`config.mk`:
```
export PLATFORM = sky130hd
export DESIGN_NAME = load_store_unit
export DESIGN_NICKNAME = d
export VERILOG_FILES = /design/src/rtl/lsu_pkg.sv /design/src/rtl/lsu_align.sv /design/src/rtl/load_store_unit.sv
export SDC_FILE = /design/constraint.sdc
export NUM_CORES = 1
export LEC_CHECK = 0
export ABC_AREA = 1
export CORE_MARGIN = 4
export CORE_UTILIZATION = 44
export CTS_CLUSTER_DIAMETER = 50
export DETAILED_ROUTE_END_ITERATION = 6
export GPL_TIMING_DRIVEN = 0
export PLACE_DENSITY = 0.87
export SLEW_MARGIN = 20
export SYNTH_ARGS = -nofsm -noshare
export SYNTH_HDL_FRONTEND = slang
export SYNTH_SLANG_ARGS = --single-unit
```
`constraint.sdc`:
```
create_clock -name clk -period 2.1 [get_ports clk]
set_input_delay 0.21 -clock clk [delete_from_list [all_inputs] [get_ports clk]]
set_output_delay 0.21 -clock clk [all_outputs]
set_load 0.01 [all_outputs]
```
`src/rtl/lsu_pkg.sv`:
```
// Shared definitions for the load/store unit.
//  - RV32 funct3 encodings for loads and stores
//  - FSM state encoding
//  - request classification helpers (misalignment, illegal funct3)
package lsu_pkg;

  localparam logic [2:0] F3_B  = 3'b000;
  localparam logic [2:0] F3_H  = 3'b001;
  localparam logic [2:0] F3_W  = 3'b010;
  localparam logic [2:0] F3_BU = 3'b100;
  localparam logic [2:0] F3_HU = 3'b101;

  typedef enum logic [1:0] {
    ST_IDLE,
    ST_READ,
    ST_WRITE,
    ST_RESP
  } lsu_state_e;

  // Halfwords need an even address, words need a word-aligned address.
  function automatic logic is_misaligned(input logic [2:0] funct3,
                                         input logic [1:0] lane);
    case (funct3)
      F3_H, F3_HU: return lane[0];
      F3_W:        return lane != 2'b00;
      default:     return 1'b0;
    endcase
  endfunction

  // Unsigned widths only exist for loads; 011/110/111 are never legal.
  function automatic logic is_illegal_f3(input logic [2:0] funct3,
                                         input logic       store);
    case (funct3)
      F3_B, F3_H, F3_W: return 1'b0;
      F3_BU, F3_HU:     return store;
      default:          return 1'b1;
    endcase
  endfunction

endpackage

```
`src/rtl/lsu_align.sv`:
```
// Byte-lane alignment for the load/store unit (purely combinational).
//  load_word   in   32  RAM word the load is extracted from
//  merge_word  in   32  previously read RAM word that a sub-word store patches
//  wdata       in   32  store data (low byte/half used for SB/SH)
//  lane        in   2   byte offset within the word
//  funct3      in   3   access width / signedness
//  load_data   out  32  extracted and sign/zero-extended load value
//  merged      out  32  word to write back (full wdata for SW)
module lsu_align
  import lsu_pkg::*;
(
  input  logic [31:0] load_word,
  input  logic [31:0] merge_word,
  input  logic [31:0] wdata,
  input  logic [1:0]  lane,
  input  logic [2:0]  funct3,
  output logic [31:0] load_data,
  output logic [31:0] merged
);

  logic [7:0]  byte_sel;
  logic [15:0] half_sel;

  always_comb begin
    // NOTE: every output of this block gets a default first, so no path
    // through the case statements can leave a latch behind.
    byte_sel  = load_word[{lane, 3'b000} +: 8];
    half_sel  = lane[1] ? load_word[31:16] : load_word[15:0];
    load_data = load_word;
    case (funct3)
      F3_B:    load_data = {{24{byte_sel[7]}}, byte_sel};
      F3_H:    load_data = {{16{half_sel[15]}}, half_sel};
      F3_BU:   load_data = {24'h0, byte_sel};
      F3_HU:   load_data = {16'h0, half_sel};
      default: load_data = load_word;
    endcase
  end

  always_comb begin
    merged = merge_word;
    case (funct3)
      F3_B: merged[{lane, 3'b000} +: 8] = wdata[7:0];
      F3_H: begin
        if (lane[1]) merged[31:16] = wdata[15:0];
        else         merged[15:0]  = wdata[15:0];
      end
      F3_W:    merged = wdata;
      default: merged = merge_word;
    endcase
  end

endmodule

```
`src/rtl/load_store_unit.sv`:
```
// Load/store unit between the RV32IM execute stage and a word-wide data RAM
// (combinational read, synchronous word write). Sub-word stores are done as
// read-modify-write; flagged requests never touch the RAM.
//  clk, rst                      clock, synchronous active-high reset
//  req_valid/req_ready           request handshake (ready only in IDLE)
//  req_store/req_funct3/req_addr/req_wdata   request fields, latched on accept
//  resp_valid/resp_rdata/resp_err            one-cycle response
//  mem_addr/mem_we/mem_din/mem_dout          RAM port (word-aligned address)
module load_store_unit
  import lsu_pkg::*;
#(
  parameter int MEM_WORDS = 256,
  parameter int ADDR_W    = 32
) (
  input  logic              clk,
  input  logic              rst,
  input  logic              req_valid,
  output logic              req_ready,
  input  logic              req_store,
  input  logic [2:0]        req_funct3,
  input  logic [ADDR_W-1:0] req_addr,
  input  logic [31:0]       req_wdata,
  output logic              resp_valid,
  output logic [31:0]       resp_rdata,
  output logic              resp_err,
  output logic [31:0]       mem_addr,
  output logic              mem_we,
  output logic [31:0]       mem_din,
  input  logic [31:0]       mem_dout
);

  localparam logic [ADDR_W-1:0] ADDR_LIMIT = ADDR_W'(MEM_WORDS * 4);

  lsu_state_e        state_q;
  logic              store_q;
  logic [2:0]        funct3_q;
  logic [ADDR_W-1:0] addr_q;
  logic [31:0]       wdata_q;
  logic [31:0]       word_q;
  logic              resp_valid_q;
  logic [31:0]       resp_rdata_q;
  logic              resp_err_q;

  logic              req_err;
  logic [31:0]       load_data;
  logic [31:0]       merged;

  assign req_err = is_illegal_f3(req_funct3, req_store)
                 | is_misaligned(req_funct3, req_addr[1:0])
                 | (req_addr >= ADDR_LIMIT);

  // Loads extract straight from the RAM output during READ so the response
  // register is loaded on the same edge that leaves READ; stores merge into
  // the word captured in READ.
  lsu_align u_align (
    .load_word  (mem_dout),
    .merge_word (word_q),
    .wdata      (wdata_q),
    .lane       (addr_q[1:0]),
    .funct3     (funct3_q),
    .load_data  (load_data),
    .merged     (merged)
  );

  always_ff @(posedge clk) begin
    // NOTE: non-blocking assignments throughout, so every register here sees
    // the pre-edge value of every other one regardless of statement order.
    if (rst) begin
      state_q      <= ST_IDLE;
      store_q      <= 1'b0;
      funct3_q     <= F3_W;
      addr_q       <= '0;
      wdata_q      <= '0;
      word_q       <= '0;
      resp_valid_q <= 1'b0;
      resp_rdata_q <= '0;
      resp_err_q   <= 1'b0;
    end else begin
      resp_valid_q <= 1'b0;
      case (state_q)
        ST_IDLE: begin
          if (req_valid) begin
            store_q  <= req_store;
            funct3_q <= req_funct3;
            addr_q   <= req_addr;
            wdata_q  <= req_wdata;
            if (req_err) begin
              state_q      <= ST_RESP;
              resp_valid_q <= 1'b1;
              resp_rdata_q <= '0;
              resp_err_q   <= 1'b1;
            end else if (req_store && req_funct3 == F3_W) begin
              state_q <= ST_WRITE;
            end else begin
              state_q <= ST_READ;
            end
          end
        end
        ST_READ: begin
          word_q <= mem_dout;
          if (store_q) begin
            state_q <= ST_WRITE;
          end else begin
            state_q      <= ST_RESP;
            resp_valid_q <= 1'b1;
            resp_rdata_q <= load_data;
            resp_err_q   <= 1'b0;
          end
        end
        ST_WRITE: begin
          state_q      <= ST_RESP;
          resp_valid_q <= 1'b1;
          resp_rdata_q <= '0;
          resp_err_q   <= 1'b0;
        end
        ST_RESP: state_q <= ST_IDLE;
        default: state_q <= ST_IDLE;
      endcase
    end
  end

  assign req_ready  = (state_q == ST_IDLE);
  assign resp_valid = resp_valid_q;
  assign resp_rdata = resp_rdata_q;
  assign resp_err   = resp_err_q;

  // Gated by rst directly so a reset landing in WRITE cannot corrupt RAM.
  assign mem_we   = (state_q == ST_WRITE) && !rst;
  assign mem_addr = 32'({addr_q[ADDR_W-1:2], 2'b00});
  assign mem_din  = merged;

endmodule
```
==> results.yml, run 1 <==
run_status:
  status: "finished, violations left"
  violations: "design-rule violations, negative setup slack"
route:
  post-route-drc-count: 7
  first_iter_violations: 1082
  first_pass_iters: 7
  wl_per_cell_um: 18.4
  ant_nets: 0
  vias: 8777
  detail_route.wirelength_um: 28600
  vias_per_cell: 5.64
cells_and_area:
  multi_input_area_um2: 4110
  utilization: 0.675
  fill_cells: 1318
  nNetsFinal: 1438
  ff_latch_area_um2: 2730
  syn2layout_area_growth_pct: 48.2
  drive_gt1_frac: 0.204
  antennaDiodeCount: 0
  final_common_cell: "nand2_1"
  final_cell_mix: "nand2_1, nor2_1, clkdlybuf4s50_1"
timing:
  tightest_slew_ns: 0.573
  setup_tns_ns: -12.49
  slew_viol_final: 0
  min_period_over_period: 1.24
  slew-limit-headroom: 0.618
  finalClockSkew_ns: 0.00744
  fin_ws_ns: -0.500
  setup_violations: 32
  hold_viol: 0
  min_period_ns: 2.60
  timing.fmax_mhz: 385
  rsz0062_at_grt: "yes"
placed_design:
  post-place-ws_ns: -0.838
  dp_hpwl_um: 19900
  routabilityCongestion: 0.983
  portBuffers: 199
yosys:
  netlist_area_um2: 7340
  synth_top_area_frac: 0.371
  async_reset_ff_frac: 0
  yosysWarningCount: 0
  synth-edff-count: 0
  ys_types: 38
  yosysTopAreaCell: "dfxtp_1"
  yosys-top-cells-area: "dfxtp_1, nand2_1, nor2_1, o21ai_0, a21oi_1"
  seq_area_frac_synth: 0.371
  synth_flop_cell: "dfxtp_1"
  netlist_instances: 1066
  syn_avg_cell_area_um2: 6.89
  ys_ff_latch: 136
clock_tree:
  htree_levels: 4
  cts_buffer_depth: 2
  ctsRootBufferMaster: "clkbuf_16"
  clkLatencyLatePin_ns: 0.43
  cts_buffers: 17
  clk_pin_slew_ns: 0.07
  cts.sinks: 136
  holdBufCountCts: 0
  cts_tree: "built"
power:
  ir_worst_vdd_mv: 0.842
  combPwrFrac: 0.542
  swShare: 0.417
  seq_power_share: 0.263
  power_switching_w: 0.00663
  power.leakage_nw: 4.59
  powerDensity_nw_per_um2: 1460
  p_int_w: 0.00929
  clock_power_share: 0.195
critical_path:
  startpoint: "addr_q[1]$_SDFFE_PP0P_"
  start_kind: "register"
  cp-end-kind: "output port"
  critical_path_arrival_ns: 2.39
  cp_max_fo: 5
  reg2reg_depth: 7
  reg2reg_to: "word_q[31]$_SDFFE_PP0P_"
  critPathRequiredTime_ns: 1.89
  critPathKind: "reg2out"
  r2r_start: "state_q[1]$_SDFFE_PP0N_"
  endpoint: "mem_din[19]"
  regToRegSetupSlack_ns: 0.05
global_routing:
  grt_max_degree: 17
  grt_pass1_vias: 8228
  antenna_found_initial: 0
  grt_usage: 0.289
  grt_pass1_wl_um: 42200
  gr-total-overflow: 0
floorplanning:
  die_w_um: 137
  die_h_um: 137
  start_util: 0.456
  core_area_um2: 16100
  fp-row-count: 46
  pin_count: 203
  die_area_um2: 18800
min_path:
  hold_path_class: "in2reg"
run:
  maxCapViolCount: 0
-- synthesized netlist by cell type, types with 9 or more instances --
| cell type | count |
|---|---|
| a21oi_1 | 82 |
| a21oi_2 | 11 |
| buf_2 | 23 |
| buf_4 | 40 |
| clkbuf_1 | 41 |
| dfxtp_1 | 136 |
| ha_1 | 9 |
| inv_1 | 55 |
| nand2_1 | 186 |
| nand3_1 | 65 |
| nand3_2 | 12 |
| nand4_1 | 17 |
| nor2_1 | 177 |
| o211ai_1 | 38 |
| o21ai_0 | 125 |
-- routing by layer --
metal	track usage	part of all wire	wire, µm
met4	0.117	0.049	1390
met3	0.0920	0.12	3350
met1	0.352	0.38	10800
met2	0.474	0.46	13100
met5	0	0	0
-- registers in the layout, indices dropped and copies added, names as in the netlist --
name        flops
state_q         2
resp_rdata     32
funct3_q        3
store_q         1
resp_valid      1
wdata_q        32
word_q         32
addr_q         32
resp_err        1
-- critical path: stages, from the launching register on --
cell      delay [ns]
dfxtp_4         0.37
buf_6           0.14
inv_8           0.04
buf_12          0.12
ha_4            0.27
buf_8           0.11
clkinv_8        0.06
nor2_4          0.17
buf_6           0.13
buf_6           0.09
nand2_2         0.04
nand2_1         0.06
o211ai_1        0.09
nand4_1         0.12
buf_2           0.14
-- per-stage QoR --
step,instances,cell area (µm²),hold slack (ns),power [W]
after CTS,1545,10700,0.147,0.0152
after detailed placement,1482,9620,0.459,0.0114
after global placement,1482,9620,0.451,0.0112
after global routing,1555,10900,0.170,0.0167
after floorplan,1067,7360,0.359,0.00838
final,1555,10900,0.152,0.0159
-- cell families (layout without fill, tap and decap cells) --
kind of cell    Yosys count  after routing  synth area share
buf+inv                 171            443             0.118
compound gates          279            279             0.219
simple gates            470            470             0.277
other cells               1              2          0.000511
flops                   136            136             0.371
fa+ha+maj                 9              9            0.0153
-- how the worst min path moves through the flow --
stage | slack [ns] | to | from | depth (start not counted)
2_1_floorplan | 0.36 | addr_q[11]$_SDFFE_PP0P_ | req_addr[11] | 2
3_3_place_gp | 0.45 | word_q[6]$_SDFFE_PP0P_ | word_q[6]$_SDFFE_PP0P_ | 2
3_5_place_dp | 0.46 | word_q[6]$_SDFFE_PP0P_ | word_q[6]$_SDFFE_PP0P_ | 2
4_1_cts | 0.15 | word_q[0]$_SDFFE_PP0P_ | rst | 2
5_1_grt | 0.17 | word_q[9]$_SDFFE_PP0P_ | rst | 2
6_report | 0.15 | word_q[8]$_SDFFE_PP0P_ | rst | 2
-- power groups by stage --
| stage | Clock (W) | Combinational, W | Sequential [W] |
|---|---|---|---|
| floorplan | 0 | 0.00427 | 0.00410 |
| global placement | 0 | 0.00708 | 0.00414 |
| detailed placement | 0 | 0.00721 | 0.00416 |
| CTS | 0.00308 | 0.00795 | 0.00413 |
| global route | 0.00320 | 0.00928 | 0.00427 |
| finish | 0.00310 | 0.00863 | 0.00419 |
-- layout make-up --
cell class / instances / share of cell area
Inverter: 62 / 0.0239
Clock buffer: 21 / 0.0414
Clock inverter: 11 / 0.0137
Sequential cell: 136 / 0.251
Tap cell: 216 / 0.0248
Multi-Input combinational cell: 760 / 0.377
Buffer: 107 / 0.0611
Timing Repair Buffer: 242 / 0.207
-- repair_timing --
| item | 4_1_cts | 5_1_grt |
|---|---|---|
| gates resized for setup | 206 | 43 |
| pin swaps | 36 | 30 |
| cloned | 1 | 0 |
| endpoints found under the hold margin | 0 | 0 |
| setup buffers | 32 | 13 |
| setup endpoints to repair | 32 | 101 |
(Power assumes the default switching activity.)
==> inputs of run 2 (changes only) <==
--- a/config.mk
+++ b/config.mk
@@ -6,7 +6,6 @@
 export NUM_CORES = 1
 export LEC_CHECK = 0
 export ABC_AREA = 1
-export CORE_MARGIN = 4
 export CORE_UTILIZATION = 44
 export CTS_CLUSTER_DIAMETER = 50
 export DETAILED_ROUTE_END_ITERATION = 6
==> results.yml, run 2 (synthesis gave the netlist of run 1 again) <==
route:
  wl_per_cell_um: 17.0
  first_pass_iters: 6
  post-route-drc-count: 0
  first_iter_violations: 687
  vias_per_cell: 5.45
  vias: 8347
  ant_nets: 0
  detail_route.wirelength_um: 26100
global_routing:
  grt_pass1_wl_um: 40800
  antenna_found_initial: 0
  grt_pass1_vias: 7939
  gr-total-overflow: 0
  grt_usage: 0.302
  grt_max_degree: 17
floorplanning:
  core_area_um2: 16100
  pin_count: 203
  die_area_um2: 17200
  start_util: 0.456
  die_h_um: 131
  fp-row-count: 46
  die_w_um: 131
timing:
  slew_viol_final: 0
  finalClockSkew_ns: 0.00818
  min_period_over_period: 1.12
  hold_viol: 0
  tightest_slew_ns: 0.566
  fin_ws_ns: -0.257
  holdWs_ns: 0.160
  rsz0062_at_grt: "yes"
  setup_tns_ns: -6.73
  slew-limit-headroom: 0.623
  timing.fmax_mhz: 424
  min_period_ns: 2.36
  setup_violations: 32
cells_and_area:
  fill_cells: 1377
  final_cell_mix: "nand2_1, nor2_1, clkdlybuf4s50_1"
  syn2layout_area_growth_pct: 43.9
  drive_gt1_frac: 0.185
  antennaDiodeCount: 0
  final_common_cell: "nand2_1"
  nNetsFinal: 1416
min_path:
  hold_start: "rst"
  hold_depth: 2
  hold_path_class: "in2reg"
placed_design:
  dp_hpwl_um: 19500
  routabilityCongestion: 0.974
  post-place-ws_ns: -0.855
  portBuffers: 199
clock_tree:
  holdBufCountCts: 0
  cts_buffers: 17
  clk_pin_slew_ns: 0.06
  clkLatencyLatePin_ns: 0.43
  htree_levels: 4
  ctsRootBufferMaster: "clkbuf_16"
  cts_buffer_depth: 2
  cts.sinks: 136
  cts_tree: "built"
critical_path:
  regToRegSetupSlack_ns: 0.14
  reg2reg_depth: 10
  cp_max_fo: 7
  critical_path_arrival_ns: 2.15
  start_kind: "register"
  critPathRequiredTime_ns: 1.89
  endpoint: "mem_din[18]"
  r2r_start: "state_q[0]$_SDFFE_PP0N_"
  startpoint: "addr_q[1]$_SDFFE_PP0P_"
  critPathKind: "reg2out"
  reg2reg_to: "resp_rdata[4]$_SDFFE_PP0P_"
  cp-end-kind: "output port"
power:
  power_w: 0.0152
  powerDensity_nw_per_um2: 1440
  ir_worst_vdd_mv: 0.804
  power.leakage_nw: 4.47
run:
  maxCapViolCount: 0
run_status:
  violations: "negative setup slack"
  status: "finished, violations left"
[run 2: cell count changes in the layout (fill, tap and decap cells not counted), moves of 2 or more]
| cell | previous run | this run |
|---|---|---|
| nand3_1 | 53 | 56 |
| buf_6 | 17 | 6 |
| clkinv_4 | 4 | 6 |
| clkinvlp_4 | 3 | 1 |
| o22ai_1 | 0 | 4 |
| buf_4 | 66 | 56 |
| buf_8 | 2 | 0 |
| clkbuf_1 | 35 | 32 |
| nand3_2 | 22 | 20 |
| buf_12 | 5 | 3 |
| bufinv_16 | 3 | 5 |
| o22ai_4 | 3 | 0 |
| buf_2 | 50 | 53 |
[run 2: worst max-delay path, stage by stage (launching register included)]
cell and delay [ns]:
dfxtp_2 0.34, buf_6 0.12, inv_8 0.04, buf_12 0.12, ha_4 0.32, clkinv_8 0.08
nor2_4 0.13, buf_12 0.13, nand2_1 0.05, nand2_1 0.08, o211ai_1 0.10, nand4_1 0.09
buf_2 0.13
[run 2: worst min path at each step]
stage                                          to  slack (ns)
after detailed placement   word_q[5]$_SDFFE_PP0P_        0.46
after global placement     word_q[5]$_SDFFE_PP0P_        0.45
after global routing       word_q[1]$_SDFFE_PP0P_        0.18
after CTS                  word_q[0]$_SDFFE_PP0P_        0.15
final                      word_q[0]$_SDFFE_PP0P_        0.16
after floorplan           addr_q[11]$_SDFFE_PP0P_        0.36
[run 2: routing by layer]
layer	GRT usage	part of all wire	vias up
met4	0.134	0.035	0
met3	0.0818	0.10	73
met2	0.491	0.46	456
li1	-	-	3996
met1	0.372	0.40	3822
met5	0	0	-
[run 2: cell type report]
cell class                      instances  area [µm²]  area share
Buffer                                106         647      0.0612
Clock buffer                           18         429      0.0406
Clock inverter                         12         203      0.0192
Inverter                               62         258      0.0244
Multi-Input combinational cell        760        4010       0.380
Sequential cell                       136        2730       0.258
Tap cell                              216         270      0.0256
Timing Repair Buffer                  220        2010       0.190
Timing Repair inverter                  1        8.76    0.000829
[run 2: stage by stage]
| stage | util | instance area (µm²) | cells |
|---|---|---|---|
| floorplan | - | 7360 | 1067 |
| global placement | 0.597 | 9620 | 1482 |
| detailed placement | 0.597 | 9620 | 1482 |
| CTS | 0.652 | 10500 | 1530 |
| global route | 0.656 | 10600 | 1531 |
| finish | 0.656 | 10600 | 1531 |
[run 2: what timing repair did]
| item | in CTS | in global routing |
|---|---|---|
| setup endpoints to repair | 32 | 60 |
| resized for setup | 193 | 22 |
| cloned | 1 | 0 |
| pin swaps | 30 | 23 |
| setup buffers | 19 | 2 |
[run 2: power breakdown]
| group | total, W | switching (W) | leakage (nW) | internal [W] |
|---|---|---|---|---|
| clock network | 0.00328 | 0.00119 | 0.306 | 0.00209 |
| logic | 0.00778 | 0.00437 | 3.04 | 0.00341 |
| registers | 0.00418 | 0.000665 | 1.12 | 0.00351 |
| total | 0.0152 | 0.00622 | 4.47 | 0.00901 |
